[src/rtl/temperature_calculator.sv]
// Sign-magnitude ADC sample to signed temperature: |adc| * tc_base / tc_ref^2 via a restoring divider.
// Optional build macro TEMPC_ROUND_EN selects round-half-away-from-zero instead of truncation.
module temperature_calculator #(
  parameter int DIV_CYCLES = 47
) (
  input  logic               clk,
  input  logic               rst_n,
  input  logic               start,
  input  logic [31:0]        tc_base,
  input  logic [7:0]         tc_ref,
  input  logic [15:0]        adc_data,
  output logic               busy,
  output logic               done,
  output logic               div_zero,
  output logic signed [31:0] tempc
);

  localparam logic [47:0] MAG_MAX = 48'h0000_7FFF_FFFF;

  typedef enum logic [1:0] {IDLE, MUL, DIV, OUT} state_t;

  state_t      state;
  logic [5:0]  cnt;
  logic [31:0] base_q;
  logic [7:0]  ref_q;
  logic [14:0] mag_q;
  logic        sign_q;
  logic [46:0] quo;
  logic [15:0] rem;
  logic [15:0] den;
  logic [16:0] rem_sh;
  logic        rem_ge;
  logic [47:0] mag_rnd;
  logic [30:0] mag_out;
  logic signed [31:0] tempc_nxt;
  logic        start_ok;

`ifdef TEMPC_ROUND_EN
  function automatic logic [47:0] round_mag(input logic [46:0] q, input logic [15:0] r,
                                            input logic [15:0] d);
    logic [47:0] m;
    m = {1'b0, q};
    if ({r, 1'b0} >= {1'b0, d}) m = m + 48'd1;
    return m;
  endfunction
`else
  function automatic logic [47:0] round_mag(input logic [46:0] q);
    return {1'b0, q};
  endfunction
`endif

  function automatic logic [30:0] sat_mag(input logic [47:0] m);
    return (m > MAG_MAX) ? 31'h7FFF_FFFF : m[30:0];
  endfunction

  // A zero magnitude negates to zero, so negative zero cannot appear.
  function automatic logic signed [31:0] apply_sign(input logic neg, input logic [30:0] m);
    logic signed [31:0] v;
    v = signed'({1'b0, m});
    return neg ? -v : v;
  endfunction

  // A start coinciding with the done pulse is deliberately dropped.
  assign start_ok = (state == IDLE) && start && !done;

  always_comb begin
    rem_sh = {rem, quo[46]};
    rem_ge = rem_sh >= {1'b0, den};
`ifdef TEMPC_ROUND_EN
    mag_rnd = round_mag(quo, rem, den);
`else
    mag_rnd = round_mag(quo);
`endif
    if (div_zero) mag_out = (mag_q == 15'd0) ? 31'd0 : 31'h7FFF_FFFF;
    else          mag_out = sat_mag(mag_rnd);
    tempc_nxt = apply_sign(sign_q, mag_out);
  end

  // Datapath: operand capture, product formation, one quotient bit per DIV cycle
  always_ff @(posedge clk) begin
    if (start_ok) begin
      base_q <= tc_base;
      ref_q  <= tc_ref;
      mag_q  <= adc_data[14:0];
      sign_q <= adc_data[15];
    end
    case (state)
      MUL: begin
        quo <= 47'(mag_q) * 47'(base_q);
        den <= 16'(ref_q) * 16'(ref_q);
        rem <= 16'd0;
      end
      DIV: begin
        if (rem_ge) begin
          rem <= 16'(rem_sh - {1'b0, den});
          quo <= {quo[45:0], 1'b1};
        end else begin
          rem <= rem_sh[15:0];
          quo <= {quo[45:0], 1'b0};
        end
      end
      default: ;
    endcase
  end

  // Control FSM and registered outputs
  always_ff @(posedge clk or negedge rst_n) begin
    if (!rst_n) begin
      state    <= IDLE;
      cnt      <= 6'd0;
      busy     <= 1'b0;
      done     <= 1'b0;
      div_zero <= 1'b0;
      tempc    <= 32'sd0;
    end else begin
      case (state)
        IDLE: begin
          done <= 1'b0;
          busy <= start_ok;
          if (start_ok) begin
            div_zero <= 1'b0;
            state    <= MUL;
          end
        end
        MUL: begin
          cnt <= 6'd0;
          if (ref_q == 8'd0) begin
            div_zero <= 1'b1;
            state    <= OUT;
          end else begin
            state <= DIV;
          end
        end
        DIV: begin
          cnt <= cnt + 6'd1;
          if (cnt == 6'(DIV_CYCLES - 1)) state <= OUT;
        end
        OUT: begin
          tempc <= tempc_nxt;
          done  <= 1'b1;
          state <= IDLE;
        end
        default: state <= IDLE;
      endcase
    end
  end

endmodule

[config.mk]
export PLATFORM = sky130hd
export DESIGN_NAME = temperature_calculator
export DESIGN_NICKNAME = d
export VERILOG_FILES = /design/src/rtl/temperature_calculator.sv
export SDC_FILE = /design/constraint.sdc
export NUM_CORES = 2
export LEC_CHECK = 0
export ABC_AREA = 1
export CORE_AREA = 2 2 163 285
export DETAILED_ROUTE_END_ITERATION = 8
export DIE_AREA = 0 0 165 287
export MAX_ROUTING_LAYER = met4
export PLACE_DENSITY = 0.89
export SLEW_MARGIN = 20
export SYNTH_ARGS = -nofsm -noshare
export SYNTH_HDL_FRONTEND = slang
export SYNTH_SLANG_ARGS = --single-unit
export TNS_END_PERCENT = 5
[constraint.sdc]
create_clock -name clk -period 9 [get_ports clk]
set_input_delay 1.8 -clock clk [delete_from_list [all_inputs] [get_ports clk]]
set_output_delay 1.8 -clock clk [all_outputs]
set_load 0.005 [all_outputs]
Word-level counts from Yosys, hierarchy flattened:

Cells that the tools add are included.

* eq/ne operators: 7
* reductions and logical operators: 11
* $lt $le $gt $ge: 2
* add/sub/neg operators: 3
* multiplexer cells: 17
* multipliers: 2

Operators with widths (count)
* 47-bit case mux with 2 select lines: 1
* 31-bit two-way mux: 3
* 47-bit by 31-bit greater-than comparator with 1-bit output, second input constant: 1
* 15-bit by 32-bit multiplier with 47-bit output: 1
* 32-bit two-way mux: 1
* 31-bit negation with 32-bit output: 1
* 16-bit case mux with 2 select lines: 1
* 17-bit by 16-bit greater-or-equal comparator with 1-bit output: 1
* 8-bit by 8-bit multiplier with 16-bit output: 1
* 16-bit two-way mux: 1
* 16-bit subtractor: 1
* 15-bit logical NOT: 1
* 6-bit case mux with 2 select lines: 1
* 8-bit logical NOT: 1
* 2-bit case mux with 4 select lines: 1
* 6-bit by 1-bit adder with 6-bit output, second input constant: 1
* 6-bit equality test, second input constant: 1
* 2-bit != test, second input constant: 3
* 2-bit nonzero test: 3
* 2-bit equality test, second input constant: 2
* 1-bit two-way mux: 4
* 2-bit two-way mux: 2
* 1-bit case mux with 2 select lines: 2
* 3-bit AND reduction: 1
* 5 further kinds: 6

* bits in registers: 178
* bits of input ports: 59
* output and inout bits: 35
* logic and storage cells: 55

Logic depth before layout (Yosys ltp):

* word-level depth: 5
* gate-level depth with buffers: 28
* depth with buffers taken out: 26

Least setup slack after synthesis:

Ideal clock, no wire load.

* path kind: register to register
* start: reg mag_q[5]
* end: reg quo[33] (data pin)
* stages on the path, launching flop included: 28
* path slack: 3.182 ns
* data required time: 8.746 ns
* data arrival time: 5.565 ns
* clock period less this slack: 5.818 ns
* buffers on the path: 2
* setup time: 0.254 ns
* path through: edfxtp_1 buf_2 clkbuf_1 nand2_1 inv_1 fa_1 inv_1 fa_1 inv_1 fa_1 inv_1 fa_1 inv_1 fa_1 inv_1 fa_1 inv_1 ha_1 a21oi_1 nor2_1 nor2_1 o21ai_0 nand3_1 nand3_1 a21o_1 or2_2 nand3_1 nand2_1

* cells in the longest elaborated chain, start to end: 2

Ends and longest elaborated chain
* start, declared: line 26 `logic [14:0] mag_q;`
* start signal, assigned: line 84 `mag_q <= adc_data[14:0];`
* 15-bit by 32-bit multiplier with 47-bit output: line 89 `quo <= 47'(mag_q) * 47'(base_q);`
* 47-bit case mux with 2 select lines: line 87 `case (state)`
* end signal, assigned: line 89
* end signal, assigned: line 96 `quo <= {quo[45:0], 1'b1};`
* end signal, assigned: line 99 `quo <= {quo[45:0], 1'b0};`
* end, declared: line 28 `logic [46:0] quo;`

No other way between the ends.
A chain may end at the register's enable or synchronous reset.

Worst setup path in the final report:

* start: reg mag_q[12]
* end: reg quo[43] (data pin)

The elaborated chain is that of the path after synthesis.

==> run summary <==
- setup repair after global routing missed its margin: no
- iteration count of the initial detailed-routing pass: 9
- share of final-layout standard cells stronger than drive strength 1: 0.03282
- Sum Neg Setup Slack: 0 ns
- Hold-fix buffers, CTS: 0
- CTS resizes: 0
- latest clock arrival within the worst-skew pair: 0.48 ns
- Vias: 22860
- Total Die Area: 47360 um2
- Worst R2R Setup Slack: 1.69 ns
- Post-DP HPWL: 57340 um
- outcome: complete, but fails checks
- worst flop-to-flop path startpoint: mag_q[12]
- cells traversed along the worst timing path: buf_4 > nand2_1 > inv_1 > fa_1 > fa_1 > fa_1 > fa_1 > fa_1 > inv_1 > fa_1 > inv_1 > ha_1 > nand2_1 > nor2_1 > inv_1 > nor2_1 > inv_1 > nor4_1 > nand3_1 > nand3_1 > xor2_1 > o21ai_0
- All-Layer GR Usage: 0.3421
- leading cell type by number of instances after synthesis: sky130_fd_sc_hd__nand2_1
- number of max-slew violations in the final report: 0
- CTS buffer count: 17
- Floorplan Core Area: 44980 um2
- capturing element type of the critical path: register
- number of global-route vias before repair: 24540
- final-layout worst hold slack: 0.4839 ns
- initial antenna violation count: 0
- total of max-cap violations: 0
- cell repeated most along the worst path: sky130_fd_sc_hd__fa_1
- Main synth FF type: sky130_fd_sc_hd__edfxtp_1
- TritonCTS sink count: 177
- final weighted congestion in routability-driven placement: 1.039
- num rows: 103
- Die Ht: 287 um
- die outline width: 165 um
- first-pass GRT wire length: 121400 um
- flip-flop and latch count after synthesis: 177
- number of buffers inserted to repair setup after CTS: 0
- CTS clk-pin slew, worst paths: 0.08 ns
- final setup violation count: 0
- Final Routed Wirelength: 74650 um
- Synth Net Count: 4097
- dominant cells by area after synthesis: sky130_fd_sc_hd__fa_1 31%, sky130_fd_sc_hd__edfxtp_1 15%, sky130_fd_sc_hd__nand2_1 13%
- fraction of the yosys area taken by sequential cells: 0.1902
- Async SR Flop Fraction: 0.2429
- launch instance of the worst min-delay path: tempc[16]
- number of nets in the final layout: 4095
- Port-buffer cells: 93
- type of the worst setup path: reg -> reg
- arrival time at the worst endpoint: 7.50 ns
- synthesized instance count: 3462
- master of the slowest instance on the critical path: sky130_fd_sc_hd__edfxtp_1
- endpoint of the most critical register-to-register path: quo[43]
- synthesis-to-layout area growth: 6.857%
- setup skew after layout: 0.01652 ns
- grt total ovfl: 0
- number of top-level pins: 94
- critical path peak fanout: 22
- mean post-synth cell area: 7.743 um2
- clock root buffer master: sky130_fd_sc_hd__clkbuf_16
- initial drt markers: 1943
- total inserted antenna cells: 0
- clock tree from TritonCTS: built
- antenna viol nets, final: 0
- Worst Max-Slew Pin Slew: 0.9497 ns
- crit path time final: 7.307 ns
- largest net degree at the start of global routing: 75
- number of enable flip-flop cells after synthesis: 134
- number of H-tree branching levels: 4
- effective utilization at floorplan: 0.5960
- proportion of netlist area held by the largest area contributor: 0.3084
- largest incremental delay on the critical path: 0.96 ns
- depth of the most critical reg-to-reg path: 22
- Final Hold Viols: 0
- top cell types by occurrence after synthesis: 948 x sky130_fd_sc_hd__nand2_1, 894 x sky130_fd_sc_hd__inv_1, 413 x sky130_fd_sc_hd__fa_1, 180 x sky130_fd_sc_hd__nor2_1, 163 x sky130_fd_sc_hd__ha_1
- violations in the final reports: design-rule violations
- Hold/Removal Path Class: reg -> reg
- distinct cell type count of the synthesized netlist: 45
- cell accounting for the most synthesized area: sky130_fd_sc_hd__fa_1
- upper clock frequency limit: 0.1369 GHz
- instance count along the most critical hold path: 2
- Slew Limit Headroom: 0.3669
- DRC Markers: 1
- Clock Tree Buf Depth: 2
- wire length per cell after detailed routing: 18.43 um
- type of element launching the critical path: register
- post-synthesis instance area: 26810 um2
- period utilization: 0.8119
- Yosys warning total: 0
- detail-routed via count per cell: 5.645
- sink of the worst hold path: tempc[16]
- data required time at the worst endpoint: 9.19 ns
-- worst max path at each step --
| stage | from | end | slack [ns] | cells after the start |
|---|---|---|---|---|
| final | mag_q[12] | quo[43] | 1.69 | 22 |
| after global routing | mag_q[12] | quo[43] | 1.41 | 22 |
| after CTS | mag_q[12] | quo[43] | 1.95 | 22 |
| after detailed placement | mag_q[12] | quo[43] | 2.01 | 22 |
| after global placement | mag_q[12] | quo[43] | 2.08 | 22 |
| after floorplan | mag_q[5] | quo[33] | 3.18 | 27 |
-- layer usage --
metal | vias to the layer above | share of wire | GRT usage
li1 | 10190 | - | -
met5 | - | 0 | -
met1 | 10930 | 0.32 | 0.3608
met2 | 1284 | 0.51 | 0.5796
met3 | 452 | 0.086 | 0.05339
met4 | 0 | 0.085 | 0.2398
-- registers in the layout, indices dropped and copies added, names as in the netlist, 6 cells and up --
| register | cells |
|---|---|
| ref_q | 8 |
| cnt | 6 |
| den | 15 |
| base_q | 32 |
| rem | 16 |
| mag_q | 15 |
| tempc | 32 |
| quo | 47 |
-- critical path: cells and delay by family (launching register included) --
family          cells  cell delay [ns]
fa+ha+maj           7             3.53
simple gates        7             1.41
flops               1             0.96
buf+inv             6             0.79
xor+xnor            1             0.22
compound gates      1             0.10
-- cell families after synthesis --
logic type | count (synthesis) | synth area share
adder cells (fa/ha/maj) | 576 | 0.3845
AND/OR/NAND/NOR | 1368 | 0.2087
XOR/XNOR | 52 | 0.01699
AO/OA/AOI/OAI | 256 | 0.05218
buffers and inverters | 1033 | 0.1474
flip-flops | 177 | 0.1902
-- area by class of cell --
cell class | instances | area (um2)
clock inverter | 15 | 163.9
timing repair buffer | 117 | 1106
tap | 577 | 721.9
sequential | 177 | 5100
clock buffer | 17 | 425.4
inverter | 895 | 3359
fill | 3643 | 16330
multi-input combinational | 2252 | 17770
-- cells in the final DEF (no fill, tap or decap), types with 15 or more instances in the layout --
cell type	n
sky130_fd_sc_hd__nand2_1	948
sky130_fd_sc_hd__inv_1	893
sky130_fd_sc_hd__fa_1	413
sky130_fd_sc_hd__nor2_1	179
sky130_fd_sc_hd__ha_1	161
sky130_fd_sc_hd__nand3_1	137
sky130_fd_sc_hd__edfxtp_1	134
sky130_fd_sc_hd__o21ai_0	100
sky130_fd_sc_hd__a21oi_1	95
sky130_fd_sc_hd__clkdlybuf4s50_1	92
sky130_fd_sc_hd__dfrtp_1	43
sky130_fd_sc_hd__xor2_1	28
sky130_fd_sc_hd__xnor2_1	24
sky130_fd_sc_hd__buf_4	24
sky130_fd_sc_hd__nand4_1	19
sky130_fd_sc_hd__nand2_2	19
sky130_fd_sc_hd__clkbuf_16	17
sky130_fd_sc_hd__nor3_1	15
-- through the flow --
step | util | setup WS [ns] | area, um2 | std cells
4_1_cts | 0.6369 | 1.955 | 28650 | 4050
3_3_place_gp | 0.6238 | 2.079 | 28060 | 4018
2_1_floorplan | - | 3.182 | 26810 | 3462
5_1_grt | 0.6369 | 1.407 | 28650 | 4050
3_5_place_dp | 0.6238 | 2.010 | 28060 | 4018
6_report | 0.6369 | 1.693 | 28650 | 4050
Power is left out: the tool's default activity adds up to more than one toggle a clock period on the data nets, which glitch-free logic cannot reach.
